**src/rtl/mem_access_stage_pkg.sv**
```systemverilog
// Shared types and constants for the MEM-stage load/store unit.
// Instruction fields follow the RV32 base encoding.
package mem_access_stage_pkg;

  localparam int XLEN = 32;

  typedef logic [XLEN-1:0] data_t;

  typedef struct packed {
    logic [16:0] upper;
    logic [2:0]  funct3;
    logic [4:0]  rd;
    logic [6:0]  opcode;
  } instr_t;

  localparam logic [6:0] OP_LOAD  = 7'b0000011;
  localparam logic [6:0] OP_STORE = 7'b0100011;

  localparam logic [2:0] F3_B  = 3'b000;
  localparam logic [2:0] F3_H  = 3'b001;
  localparam logic [2:0] F3_W  = 3'b010;
  localparam logic [2:0] F3_BU = 3'b100;
  localparam logic [2:0] F3_HU = 3'b101;

  typedef enum logic [2:0] {
    IDLE,
    WAIT_GNT,
    WAIT_RVALID,
    DRAIN,
    DONE
  } mem_state_t;

endpackage

```
**src/rtl/mem_access_stage_if.sv**
```systemverilog
// Data-memory bus between the load/store unit (master) and memory (slave).
interface mem_access_stage_if;
  import mem_access_stage_pkg::*;

  logic                mem_req;
  logic                mem_we;
  data_t               mem_addr;
  logic [XLEN/8-1:0]   mem_be;
  data_t               mem_wdata;
  logic                mem_gnt;
  logic                mem_rvalid;
  data_t               mem_rdata;

  modport master (
    output mem_req, mem_we, mem_addr, mem_be, mem_wdata,
    input  mem_gnt, mem_rvalid, mem_rdata
  );

  modport slave (
    input  mem_req, mem_we, mem_addr, mem_be, mem_wdata,
    output mem_gnt, mem_rvalid, mem_rdata
  );

endinterface

```
**src/rtl/mem_access_stage_load_formatter.sv**
```systemverilog
// Load lane extraction: picks the byte/halfword at addr[1:0] and extends it
// according to funct3. Purely combinational.
module mem_access_stage_load_formatter
  import mem_access_stage_pkg::*;
(
  input  logic [2:0] funct3,
  input  logic [1:0] addr_lo,
  input  data_t      rdata,
  output data_t      data
);

  logic [7:0]  lane_b;
  logic [15:0] lane_h;

  always_comb begin
    lane_b = 8'(rdata >> {addr_lo, 3'b000});
    lane_h = 16'(rdata >> {addr_lo[1], 4'b0000});
    case (funct3)
      F3_B:    data = {{24{lane_b[7]}}, lane_b};
      F3_H:    data = {{16{lane_h[15]}}, lane_h};
      F3_BU:   data = {24'd0, lane_b};
      F3_HU:   data = {16'd0, lane_h};
      default: data = rdata;
    endcase
  end

endmodule

```
**src/rtl/mem_access_stage.sv**
```systemverilog
// MEM-stage load/store unit: one bus transaction per load/store, store lane
// alignment, load formatting and pipeline stall generation.
//
// state       | meaning
// IDLE        | no access outstanding; issues a new one when pending
// WAIT_GNT    | request asserted, waiting for the bus to accept it
// WAIT_RVALID | load accepted, waiting for read data
// DRAIN       | flushed load accepted; swallow its read data
// DONE        | access finished (or timed out) but pipeline not yet advanced
module mem_access_stage
  import mem_access_stage_pkg::*;
#(
  parameter int unsigned TIMEOUT_CYCLES = 255
) (
  input  logic                      clk,
  input  logic                      rst_n,
  input  logic                      flush,
  input  logic                      en,
  input  instr_t                    instr_in,
  input  logic                      instr_valid_in,
  input  data_t                     alu_result_in,
  input  data_t                     store_data_in,
  mem_access_stage_if.master        bus,
  output data_t                     mem_data_out,
  output data_t                     mem_addr_out,
  output logic                      stall_out,
  output logic                      misaligned_out,
  output logic                      bus_err_out
);

  localparam int unsigned CW = (TIMEOUT_CYCLES > 2) ? $clog2(TIMEOUT_CYCLES) : 1;
  localparam logic [CW-1:0] CNT_LAST = CW'((TIMEOUT_CYCLES == 0) ? 0 : TIMEOUT_CYCLES - 1);

  mem_state_t  state;
  logic [CW-1:0] tmo_cnt;
  data_t       hold;
  logic [2:0]  f3_q;
  logic [1:0]  addr_lo_q;
  logic        store_q;

  logic        is_load, is_store, access, misaligned, pending, timeout;
  logic [2:0]  f3;
  logic [1:0]  addr_lo;
  logic        req, stall;
  logic [3:0]  be;
  data_t       wdata, fmt_data;
  logic        unused_instr_bits;

  assign unused_instr_bits = ^{instr_in.upper, instr_in.rd};

  assign f3         = instr_in.funct3;
  assign addr_lo    = alu_result_in[1:0];
  assign is_load    = instr_in.opcode == OP_LOAD;
  assign is_store   = instr_in.opcode == OP_STORE;
  assign access     = instr_valid_in & (is_load | is_store);
  assign misaligned = ((f3[1:0] == 2'b01) & addr_lo[0]) |
                      ((f3[1:0] == 2'b10) & (addr_lo != 2'b00));
  assign pending    = access & ~misaligned & ~flush;
  assign timeout    = (TIMEOUT_CYCLES != 0) && (tmo_cnt == CNT_LAST);

  // Formatting always uses the copies latched at issue, not the live inputs.
  mem_access_stage_load_formatter u_fmt (
    .funct3  (f3_q),
    .addr_lo (addr_lo_q),
    .rdata   (bus.mem_rdata),
    .data    (fmt_data)
  );

  always_comb begin
    case (f3[1:0])
      2'b00: begin
        be    = 4'b0001 << addr_lo;
        wdata = {4{store_data_in[7:0]}};
      end
      2'b01: begin
        be    = 4'b0011 << addr_lo;
        wdata = {2{store_data_in[15:0]}};
      end
      default: begin
        be    = 4'b1111;
        wdata = store_data_in;
      end
    endcase
  end

  always_comb begin
    req   = 1'b0;
    stall = 1'b0;
    case (state)
      IDLE: begin
        req   = pending;
        stall = pending & ~(is_store & bus.mem_gnt);
      end
      WAIT_GNT: begin
        req   = 1'b1;
        stall = ~(store_q & bus.mem_gnt);
      end
      WAIT_RVALID: stall = ~bus.mem_rvalid;
      DRAIN:       stall = 1'b1;
      default:     stall = 1'b0;
    endcase
  end

  // Outputs are forced low while reset is asserted, independent of inputs.
  assign bus.mem_req     = rst_n & req;
  assign bus.mem_we      = rst_n & is_store;
  assign bus.mem_addr    = rst_n ? {alu_result_in[XLEN-1:2], 2'b00} : '0;
  assign bus.mem_be      = rst_n ? be : '0;
  assign bus.mem_wdata   = rst_n ? wdata : '0;
  assign stall_out       = rst_n & stall;
  assign misaligned_out  = rst_n & (state == IDLE) & access & misaligned;
  assign mem_addr_out    = rst_n ? alu_result_in : '0;
  assign mem_data_out    = (rst_n && state == WAIT_RVALID && bus.mem_rvalid) ? fmt_data :
                           (rst_n ? hold : '0);

  always_ff @(posedge clk or negedge rst_n) begin
    if (!rst_n) begin
      state       <= IDLE;
      tmo_cnt     <= '0;
      hold        <= '0;
      f3_q        <= '0;
      addr_lo_q   <= '0;
      store_q     <= 1'b0;
      bus_err_out <= 1'b0;
    end else begin
      case (state)
        IDLE: begin
          if (en) bus_err_out <= 1'b0;
          if (pending) begin
            f3_q      <= f3;
            addr_lo_q <= addr_lo;
            store_q   <= is_store;
            tmo_cnt   <= '0;
            if (bus.mem_gnt) begin
              if (is_store) state <= en ? IDLE : DONE;
              else          state <= WAIT_RVALID;
            end else begin
              state <= WAIT_GNT;
            end
          end
        end
        WAIT_GNT: begin
          if (bus.mem_gnt) begin
            if (store_q) begin
              state <= en ? IDLE : DONE;
            end else begin
              tmo_cnt <= '0;
              state   <= flush ? DRAIN : WAIT_RVALID;
            end
          end else if (flush) begin
            state <= IDLE;
          end else if (timeout) begin
            bus_err_out <= 1'b1;
            state       <= DONE;
          end else begin
            tmo_cnt <= tmo_cnt + 1'b1;
          end
        end
        WAIT_RVALID: begin
          if (bus.mem_rvalid) begin
            hold  <= fmt_data;
            state <= en ? IDLE : DONE;
          end else if (flush) begin
            state <= DRAIN;
          end else if (timeout) begin
            bus_err_out <= 1'b1;
            hold        <= '0;
            state       <= DONE;
          end else begin
            tmo_cnt <= tmo_cnt + 1'b1;
          end
        end
        DRAIN: begin
          if (bus.mem_rvalid) state <= IDLE;
        end
        DONE: begin
          if (en) begin
            bus_err_out <= 1'b0;
            state       <= IDLE;
          end else if (flush) begin
            state <= IDLE;
          end
        end
        default: state <= IDLE;
      endcase
    end
  end

endmodule

```
**src/flat_wrapper.sv**
```systemverilog
// flat-port wrapper written by rule: the top's interface ports become plain ports
module mem_access_stage_flat import mem_access_stage_pkg::*;
#(
  parameter int unsigned TIMEOUT_CYCLES = 255
)
  (clk, rst_n, flush, en, instr_in, instr_valid_in, alu_result_in, store_data_in, mem_data_out, mem_addr_out, stall_out, misaligned_out, bus_err_out, bus_mem_req, bus_mem_we, bus_mem_addr, bus_mem_be, bus_mem_wdata, bus_mem_gnt, bus_mem_rvalid, bus_mem_rdata);
  mem_access_stage_if bus_i ();
  input  logic clk;
  input  logic rst_n;
  input  logic flush;
  input  logic en;
  input  instr_t instr_in;
  input  logic instr_valid_in;
  input  data_t alu_result_in;
  input  data_t store_data_in;
  output data_t mem_data_out;
  output data_t mem_addr_out;
  output logic stall_out;
  output logic misaligned_out;
  output logic bus_err_out;
  output wire logic [$bits(bus_i.mem_req)-1:0] bus_mem_req;
  output wire logic [$bits(bus_i.mem_we)-1:0] bus_mem_we;
  output wire logic [$bits(bus_i.mem_addr)-1:0] bus_mem_addr;
  output wire logic [$bits(bus_i.mem_be)-1:0] bus_mem_be;
  output wire logic [$bits(bus_i.mem_wdata)-1:0] bus_mem_wdata;
  input wire logic [$bits(bus_i.mem_gnt)-1:0] bus_mem_gnt;
  input wire logic [$bits(bus_i.mem_rvalid)-1:0] bus_mem_rvalid;
  input wire logic [$bits(bus_i.mem_rdata)-1:0] bus_mem_rdata;
  assign bus_mem_req = bus_i.mem_req;
  assign bus_mem_we = bus_i.mem_we;
  assign bus_mem_addr = bus_i.mem_addr;
  assign bus_mem_be = bus_i.mem_be;
  assign bus_mem_wdata = bus_i.mem_wdata;
  assign bus_i.mem_gnt = bus_mem_gnt;
  assign bus_i.mem_rvalid = bus_mem_rvalid;
  assign bus_i.mem_rdata = bus_mem_rdata;
  mem_access_stage #(.TIMEOUT_CYCLES(TIMEOUT_CYCLES)) u_core (.clk(clk), .rst_n(rst_n), .flush(flush), .en(en), .instr_in(instr_in), .instr_valid_in(instr_valid_in), .alu_result_in(alu_result_in), .store_data_in(store_data_in), .bus(bus_i), .mem_data_out(mem_data_out), .mem_addr_out(mem_addr_out), .stall_out(stall_out), .misaligned_out(misaligned_out), .bus_err_out(bus_err_out));
endmodule
```
**config.mk**
```make
export PLATFORM = sky130hd
export DESIGN_NAME = mem_access_stage_flat
export DESIGN_NICKNAME = d
export VERILOG_FILES = /design/src/rtl/mem_access_stage_pkg.sv /design/src/rtl/mem_access_stage_if.sv /design/src/rtl/mem_access_stage_load_formatter.sv /design/src/rtl/mem_access_stage.sv /design/src/flat_wrapper.sv
export SDC_FILE = /design/constraint.sdc
export NUM_CORES = 1
export LEC_CHECK = 0
export BUFFER_PORTS_ARGS = -buffer_cell sky130_fd_sc_hd__buf_2
export CAP_MARGIN = 20
export CORE_AREA = 2 2 106 108
export CTS_BUF_LIST = sky130_fd_sc_hd__clkbuf_16
export DETAILED_ROUTE_END_ITERATION = 10
export DIE_AREA = 0 0 108 110
export HOLD_SLACK_MARGIN = 0.1
export PLACE_DENSITY = 0.84
export SKIP_LAST_GASP = 1
export SYNTH_ARGS = -nofsm -noshare
export SYNTH_HDL_FRONTEND = slang
export SYNTH_SLANG_ARGS = --single-unit
```
**constraint.sdc**
```tcl
create_clock -name clk -period 2.05 [get_ports clk]
set_clock_uncertainty 0.05 [all_clocks]
set_input_delay 0.41 -clock clk [delete_from_list [all_inputs] [get_ports clk]]
set_output_delay 0.41 -clock clk [all_outputs]
set_load 0.01 [all_outputs]
```
Yosys cells after proc, flatten, opt, wreduce, memory -nomap -nowiden:

Cells that the tools add are included.

* register bits: 50
* latch bits: 0
* RAM bits: 0
* memory bits (read-only): 0
* bits of input ports: 135
* memories: 0

* $add $sub $neg: 1
* multiply operators: 0
* div/mod/pow operators: 0
* $lt $le $gt $ge: 0
* equal/unequal tests: 20
* shift-type cells: 4
* multiplexer cells: 42
* bitwise operators: 21
* reductions and logical operators: 15

Operator list (number)
* $mux W32: 8
* $pmux W32 S4: 1
* $pmux W32 S2: 1
* $mux W8: 6
* $mux W3: 13
* $shr A32 B5 Y16: 1
* $shr A32 B5 Y8: 1
* $pmux W8 S3: 1
* $pmux W3 S5: 1
* $and A1 B1 Y1: 14
* $eq A3 B3 Y1 const B: 3
* $add A8 B1 Y8 const B: 1
* $eq A8 B8 Y1 const B: 1
* $pmux W4 S2: 1
* $reduce_and A4 Y1: 2
* $eq A7 B2 Y1 const B: 1
* $eq A7 B6 Y1 const B: 1
* $eq A3 B1 Y1 const B: 2
* $eq A3 B2 Y1 const B: 2
* $logic_not A3 Y1: 2
* $mux W1: 6
* $ne A2 B1 Y1 const B: 3
* $ne A2 B2 Y1 const B: 3
* $ne A3 B3 Y1 const B: 2
* 17 further kinds: 26

Longest topological paths before layout:

Gate-level depths: netlist of run 1.

* word-level depth: 9
* mapped depth: 8

Modules after synthesis:

From an unflattened synthesis of run 1, not the netlist that was laid out.

* cell total of the unflattened synthesis: 643
* area total of the unflattened synthesis: 4619.4 um^2

By module, submodules not included
* mem_access_stage: instances 1, cells each 525, area an instance 3819.9 um^2
* mem_access_stage_load_formatter: instances 1, cells each 118, area an instance 799.5 um^2

Worst setup path before layout of run 1:

OpenSTA, ideal clock, no wires.

* kind: reg-to-output
* from: reg u_core.addr_lo_q[1]
* to: out mem_data_out[21]
* arrival time: 1554 ps
* required time: 1590 ps
* setup slack: 36 ps
* cell stages (with the launch flop): 8
* path buffers: 2
* cells stage by stage: dfrtp_1 -> buf_6 -> mux4_2 -> nand2b_1 -> nand2_1 -> nand3_2 -> buf_4 -> o21ai_0

* word-level cells in the longest chain between the ends: 3

RTL lines
* start, declared: line mem_access_stage.sv:38 `logic [1:0] addr_lo_q;`
* start signal, assigned: line mem_access_stage.sv:131 `addr_lo_q <= addr_lo;`
* $shr A32 B5 Y16 / $shr A32 B5 Y8 (equally long branches): line mem_access_stage_load_formatter.sv:17, mem_access_stage_load_formatter.sv:16
* $pmux W32 S4 (*): line mem_access_stage_load_formatter.sv:18 `case (funct3)`
* $mux W32 (*): line mem_access_stage.sv:113 `assign mem_data_out = (rst_n && state == WAIT_RVALID && bus.mem_rvalid) ? fmt_data :`
* end, declared: line flat_wrapper.sv:16 `output data_t mem_data_out;`

Every way passes the cells marked *; elsewhere a longest branch is shown, timed or not.

Worst setup path after layout of run 1:

* from: reg u_core.addr_lo_q[1]
* to: out mem_data_out[23]

Same word-level chain as after synthesis.

==> results of run 1 <==
critical path: cells and delay by family (launching register included):
kind / cells / cell delay (ns)
mux: 1 / 0.57
buf+inv: 2 / 0.30
simple gates: 3 / 0.32
flops: 1 / 0.40
compound gates: 1 / 0.06
worst paths after layout:
| check | to | slack [ns] | depth (start not counted) |
|---|---|---|---|
| worst min register to register | u_core.hold[29] | 0.43 | 2 |
| min in group clk | u_core.f3_q[2] | 0.29 | 2 |
| worst max register to register | u_core.hold[22] | 0.08 | 7 |
| worst min-delay path | u_core.tmo_cnt[2] | 0.12 | 2 |
| worst max-delay path | mem_data_out[23] | -0.35 | 7 |
| max in group asynchronous | u_core.f3_q[0] | 1.27 | 2 |
what timing repair did:
action | CTS | global route
pin swaps | 21 | 15
gates cloned | 1 | 1
hold buffers | 1 | 0
resized for setup | 70 | 41
hold endpoints to repair | 1 | 0
setup endpoints to repair | 34 | 47
setup buffers | 4 | 6
sequential cells by signal (all words and copies together) (netlist names):
register            cells
u_core.hold            32
u_core.tmo_cnt          8
u_core.f3_q             3
u_core.state            3
u_core.addr_lo_q        2
u_core.bus_err_out      1
u_core.store_q          1
per-layer routing:
metal | global-route usage, % | up-vias
li1 | - | 2580
met1 | 29.6 | 2486
met2 | 43.5 | 277
met3 | 4.47 | 42
met4 | 9.16 | 2
met5 | 0 | -
cell type report:
| type | instances | area (µm²) |
|---|---|---|
| diodes | 1 | 2.50 |
| clock buffers | 5 | 125 |
| clock inverters | 3 | 41.3 |
| fillers | 993 | 4430 |
| inverters | 13 | 57.6 |
| multi-input cells | 477 | 2860 |
| flip-flops and latches | 50 | 1250 |
| well taps | 140 | 175 |
| repair buffers | 306 | 1760 |
cells by family after synthesis:
logic type | synth area share [%]
and+or+nand+nor | 27.2
muxes | 7.07
other | 0.0861
buffers and inverters | 11.1
AOI/OAI and AO/OA | 25.3
DFF | 28.7
adders and majority gates | 0.574
cells in the mapped netlist, types with 3 or more instances:
library cell  count  area, µm²
a21oi_1          54        270
a31oi_1           9       56.3
and2_1           44        275
buf_2            16       80.1
buf_4            34        255
clkbuf_1         21       78.8
dfrtp_1          50       1250
inv_1            11       41.3
mux2_1            3       33.8
mux2i_1          24        240
nand2_1         105        394
nand2b_1          6       37.5
nand3_1          11       55.1
nand4b_1          3       26.3
nor2_1           55        206
nor2b_1           3       18.8
nor3b_1           4       30.0
nor4_1            3       18.8
o21ai_0          88        440
o22ai_1          16        100
o31a_1            8       70.1
where the power goes:
| part | total, mW | internal [mW] | switching (mW) |
|---|---|---|---|
| sequential | 1.53 | 1.32 | 0.206 |
| clock | 0.949 | 0.572 | 0.377 |
| combinational | 2.82 | 1.21 | 1.61 |
| total | 5.29 | 3.10 | 2.19 |
through the flow:
stage,instances,power [mW],setup TNS [ns],area (µm²),hold slack (ns)
after global routing,994,5.68,-10.99,6270,0.127
after floorplan,614,3.01,0,4360,0.0644
final,995,5.29,-8.54,6270,0.122
after CTS,988,5.09,-8.02,6070,0.105
after detailed placement,974,3.96,-2.77,5710,0.198
after global placement,974,3.89,-2.27,5710,0.198
==> out/qor.yml, run 1 <==
slew_viol_final: 0
ir_drop_mv: 0.456
grt_pass1_wl_um: 23300
max_freq_mhz: 417
port_buffers: 247
via_per_inst: 5.41
hp-class: "input port to asynchronous set/reset pin"
crit_arrival_ns: 1.94
clockRootBuffer: "clkbuf_16"
synth_seq_cells: 50
finalWorstSetupSlack_ns: -0.348
crit_path_cell_trace: "mux4_2, nand2b_4, nand2_4, nand3_4, buf_8, o21ai_2, buf_2"
violations: "setup timing"
final_common_cell: "buf_2"
synth_cell_type_count: 56
first_pass_iters: 4
finalCritPeriodShare_pct: 117
clk_pin_slew_ns: 0.07
async_flop_share_pct: 100
grt_overflow_total: 0
insertion_delay_ns: 0.29
cp_slowest_cell: "mux4_2"
slowest_delay_ns: 0.57
syn_inst: 613
fp.dieH_um: 110
worstPathMaxFanout: 7
dp_hpwl_um: 11900
yosysSeqAreaShare_pct: 28.7
cts_tree: "yes"
r2r-start: "u_core.addr_lo_q[1]"
maxUsedRoutingLayer: "met5"
antenna_found_initial: 1
gp_congestion: 0.932
critPathLaunch: "u_core.addr_lo_q[1]"
layout_min_cycle_time_ns: 2.40
drv_cap: 0
track_usage_pct: 24.5
p_leak_nw: 3.26
clk_path_buf_depth: 2
wl_met1_um: 6010
ant_nets: 0
hold_violations: 0
powerDensity_mw_per_mm2: 844
core_mm2: 0.0107
grt_pass1_vias: 4814
drt_drc_violations_left: 0
numCtsBuffers: 5
start_util_pct: 40.7
die_w_um: 108
place_ws_ns: -0.147
drt_iter0_markers: 337
core.rowCount: 38
rsz0062_at_grt: "yes"
start_kind: "flop"
vias: 5387
cts_sinks: 50
setup_viol_count_final: 34
wl_per_cell_um: 15.8
fin_nets: 990
syn_to_final_growth_pct: 44.0
io_pins: 272
drt_wl_total_um: 15800
outcome: "finished, violations left"
synth.yosys.warnings: 0
syn_avg_cell_area_um2: 7.11
fin_util_pct: 58.6
end_kind: "output port"
critical_path_class: "flop to output port"
cts.htree.levels: 2
dieArea_mm2: 0.0119
final_cell_mix: "buf_2 (246), nand2_1 (103), a21oi_1 (52), nor2_1 (50), buf_4 (49)"
wl_met2_um: 8050
synthFlopType: "dfrtp_1"
met3_wirelength_um: 1260
drive_above_1_share_pct: 43.9
required_ns: 1.59
grt_max_degree: 33
netlist_area_mm2: 0.00436
synth-edff-count: 0
(Power assumes the default switching activity.)
==> run 2, diff against run 1 <==
Settings changed: PLACE_DENSITY 0.84 to 0.87.
==> out/qor.yml, run 2 (synthesis gave the netlist of run 1 again) <==
layout_min_cycle_time_ns: 2.40
io_pins: 272
clockRootBuffer: "clkbuf_16"
register_area_mm2: 0.00125
largest_reg_flops: 32
final_cell_count_no_fill: 1006
ir_drop_mv: 0.349
fin_area_mm2: 0.00640
via_per_inst: 5.43
drive_above_1_share_pct: 43.8
swShare_pct: 42.5
finalCritPeriodShare_pct: 117
antenna_found_initial: 0
port_buffers: 247
multiInputGateArea_mm2: 0.00288
rsz0062_at_grt: "yes"
fp.dieH_um: 110
slew_viol_final: 0
dpl_cell_area_mm2: 0.00577
drt_drc_violations_left: 0
gp_congestion: 0.949
clockPowerShare_pct: 15.5
worstPathMaxFanout: 7
numCtsBuffers: 5
track_usage_pct: 25.2
final_cell_mix: "buf_2 (243), nand2_1 (104), buf_4 (58), o21ai_0 (53), a21oi_1 (52)"
critical_path_class: "flop to output port"
end_kind: "output port"
grt_max_degree: 52
crit_arrival_ns: 1.94
ff2ff_path_depth: 6
finalWorstSetupSlack_ns: -0.351
clk_pin_slew_ns: 0.07
insertion_delay_ns: 0.29
ant_nets: 0
p_sw_mw: 2.25
reg2reg_to: "u_core.state[2]"
power_frac_comb_pct: 55.4
core.rowCount: 38
required_ns: 1.59
drv_cap: 0
final_common_cell: "buf_2"
powerDensity_mw_per_mm2: 828
clk_path_buf_depth: 2
die_w_um: 108
first_pass_iters: 5
fin_nets: 1003
drt_wl_total_um: 16000
start_util_pct: 40.7
setup_viol_count_final: 34
max_freq_mhz: 416
vias: 5461
hold_violations: 0
core_mm2: 0.0107
syn_to_final_growth_pct: 46.9
grt_pass1_vias: 5002
start_kind: "flop"
outcome: "finished, violations left"
final.fill_count: 991
cts.htree.levels: 2
violations: "setup timing"
dieArea_mm2: 0.0119
r2r-start: "u_core.state[0]"
largest_register: "u_core.hold"
p_int_mw: 3.05
hp-class: "input port to asynchronous set/reset pin"
power_mw: 5.30
antenna_cells: 0
drt_iter0_markers: 434
grt_overflow_total: 0
grt_pass1_wl_um: 23900
wl_per_cell_um: 15.9
p_leak_nw: 3.33
dp.cells: 979
r2r_slack_ns: 0.05
dp_hpwl_um: 11900
cts_tree: "yes"
holdWs_ns: 0.107
top_regs: "u_core.hold: 32 flops, u_core.tmo_cnt: 8 flops"
p_seq_share_pct: 29.1
cts_sinks: 50
[run 2: cell types whose count changed in the layout (fill, tap and decap cells not counted), moves of 3 or more]
cell,previous run,this run
buf_4,49,58
dlygate4sd3_1,1,4
o21ai_1,16,11
o21ai_0,48,53
buf_2,246,243
buf_6,6,9
[run 2: repair_timing]
| item | CTS | global route |
|---|---|---|
| setup buffers | 9 | 6 |
| endpoints found under the hold margin | 2 | 0 |
| resized for setup | 76 | 29 |
| hold buffers | 4 | 0 |
| gates cloned | 1 | 0 |
| endpoints found under the setup margin | 34 | 37 |
| pin swaps | 26 | 15 |
[run 2: layer usage]
layer	routed length [µm]	up-vias	GRT usage (%)
met5	0	-	0
met4	422	0	8.97
met3	1300	36	3.82
met2	8050	270	45.2
met1	6210	2542	30.8
li1	-	2613	-
[run 2: power by group through the flow]
stage	clock network [mW]	logic [mW]	registers [mW]
after global placement	0	2.42	1.51
after global routing	0.867	3.23	1.57
final	0.821	2.94	1.54
after detailed placement	0	2.48	1.54
after floorplan	0	1.52	1.49
after CTS	0.831	2.75	1.52
[run 2: worst max path at each step]
stage / startpoint / to / cells past startpoint
floorplan: u_core.addr_lo_q[1] / mem_data_out[21] / 7
global placement: u_core.addr_lo_q[1] / mem_data_out[10] / 6
detailed placement: u_core.addr_lo_q[1] / mem_data_out[9] / 6
CTS: u_core.addr_lo_q[1] / mem_data_out[7] / 6
global route: u_core.addr_lo_q[1] / mem_data_out[31] / 7
finish: u_core.addr_lo_q[1] / mem_data_out[27] / 7
[run 2: final cells by class]
class / instances / share of cell area (%)
timing repair buffer: 319 / 29.7
clock inverter: 2 / 0.235
sequential: 50 / 19.6
tap: 140 / 2.74
clock buffer: 5 / 1.96
inverter: 13 / 0.762
multi-input combinational: 477 / 45.1
[run 2: through the flow]
step | util [%] | setup WS (ns) | TNS (ns)
after floorplan | - | 0.0363 | 0
after global placement | 54.0 | -0.154 | -2.82
after detailed placement | 54.0 | -0.207 | -3.82
after CTS | 58.3 | -0.330 | -8.64
after global routing | 59.8 | -0.422 | -12.93
final | 59.8 | -0.351 | -10.16
[run 2: worst max-delay path, stage by stage (launching register included)]
cell and delay, ns:
dfrtp_1 0.41, mux4_2 0.54, nand2b_1 0.12, nand2_2 0.08, nand3_4 0.13, buf_12 0.15
o21ai_2 0.06, buf_2 0.15
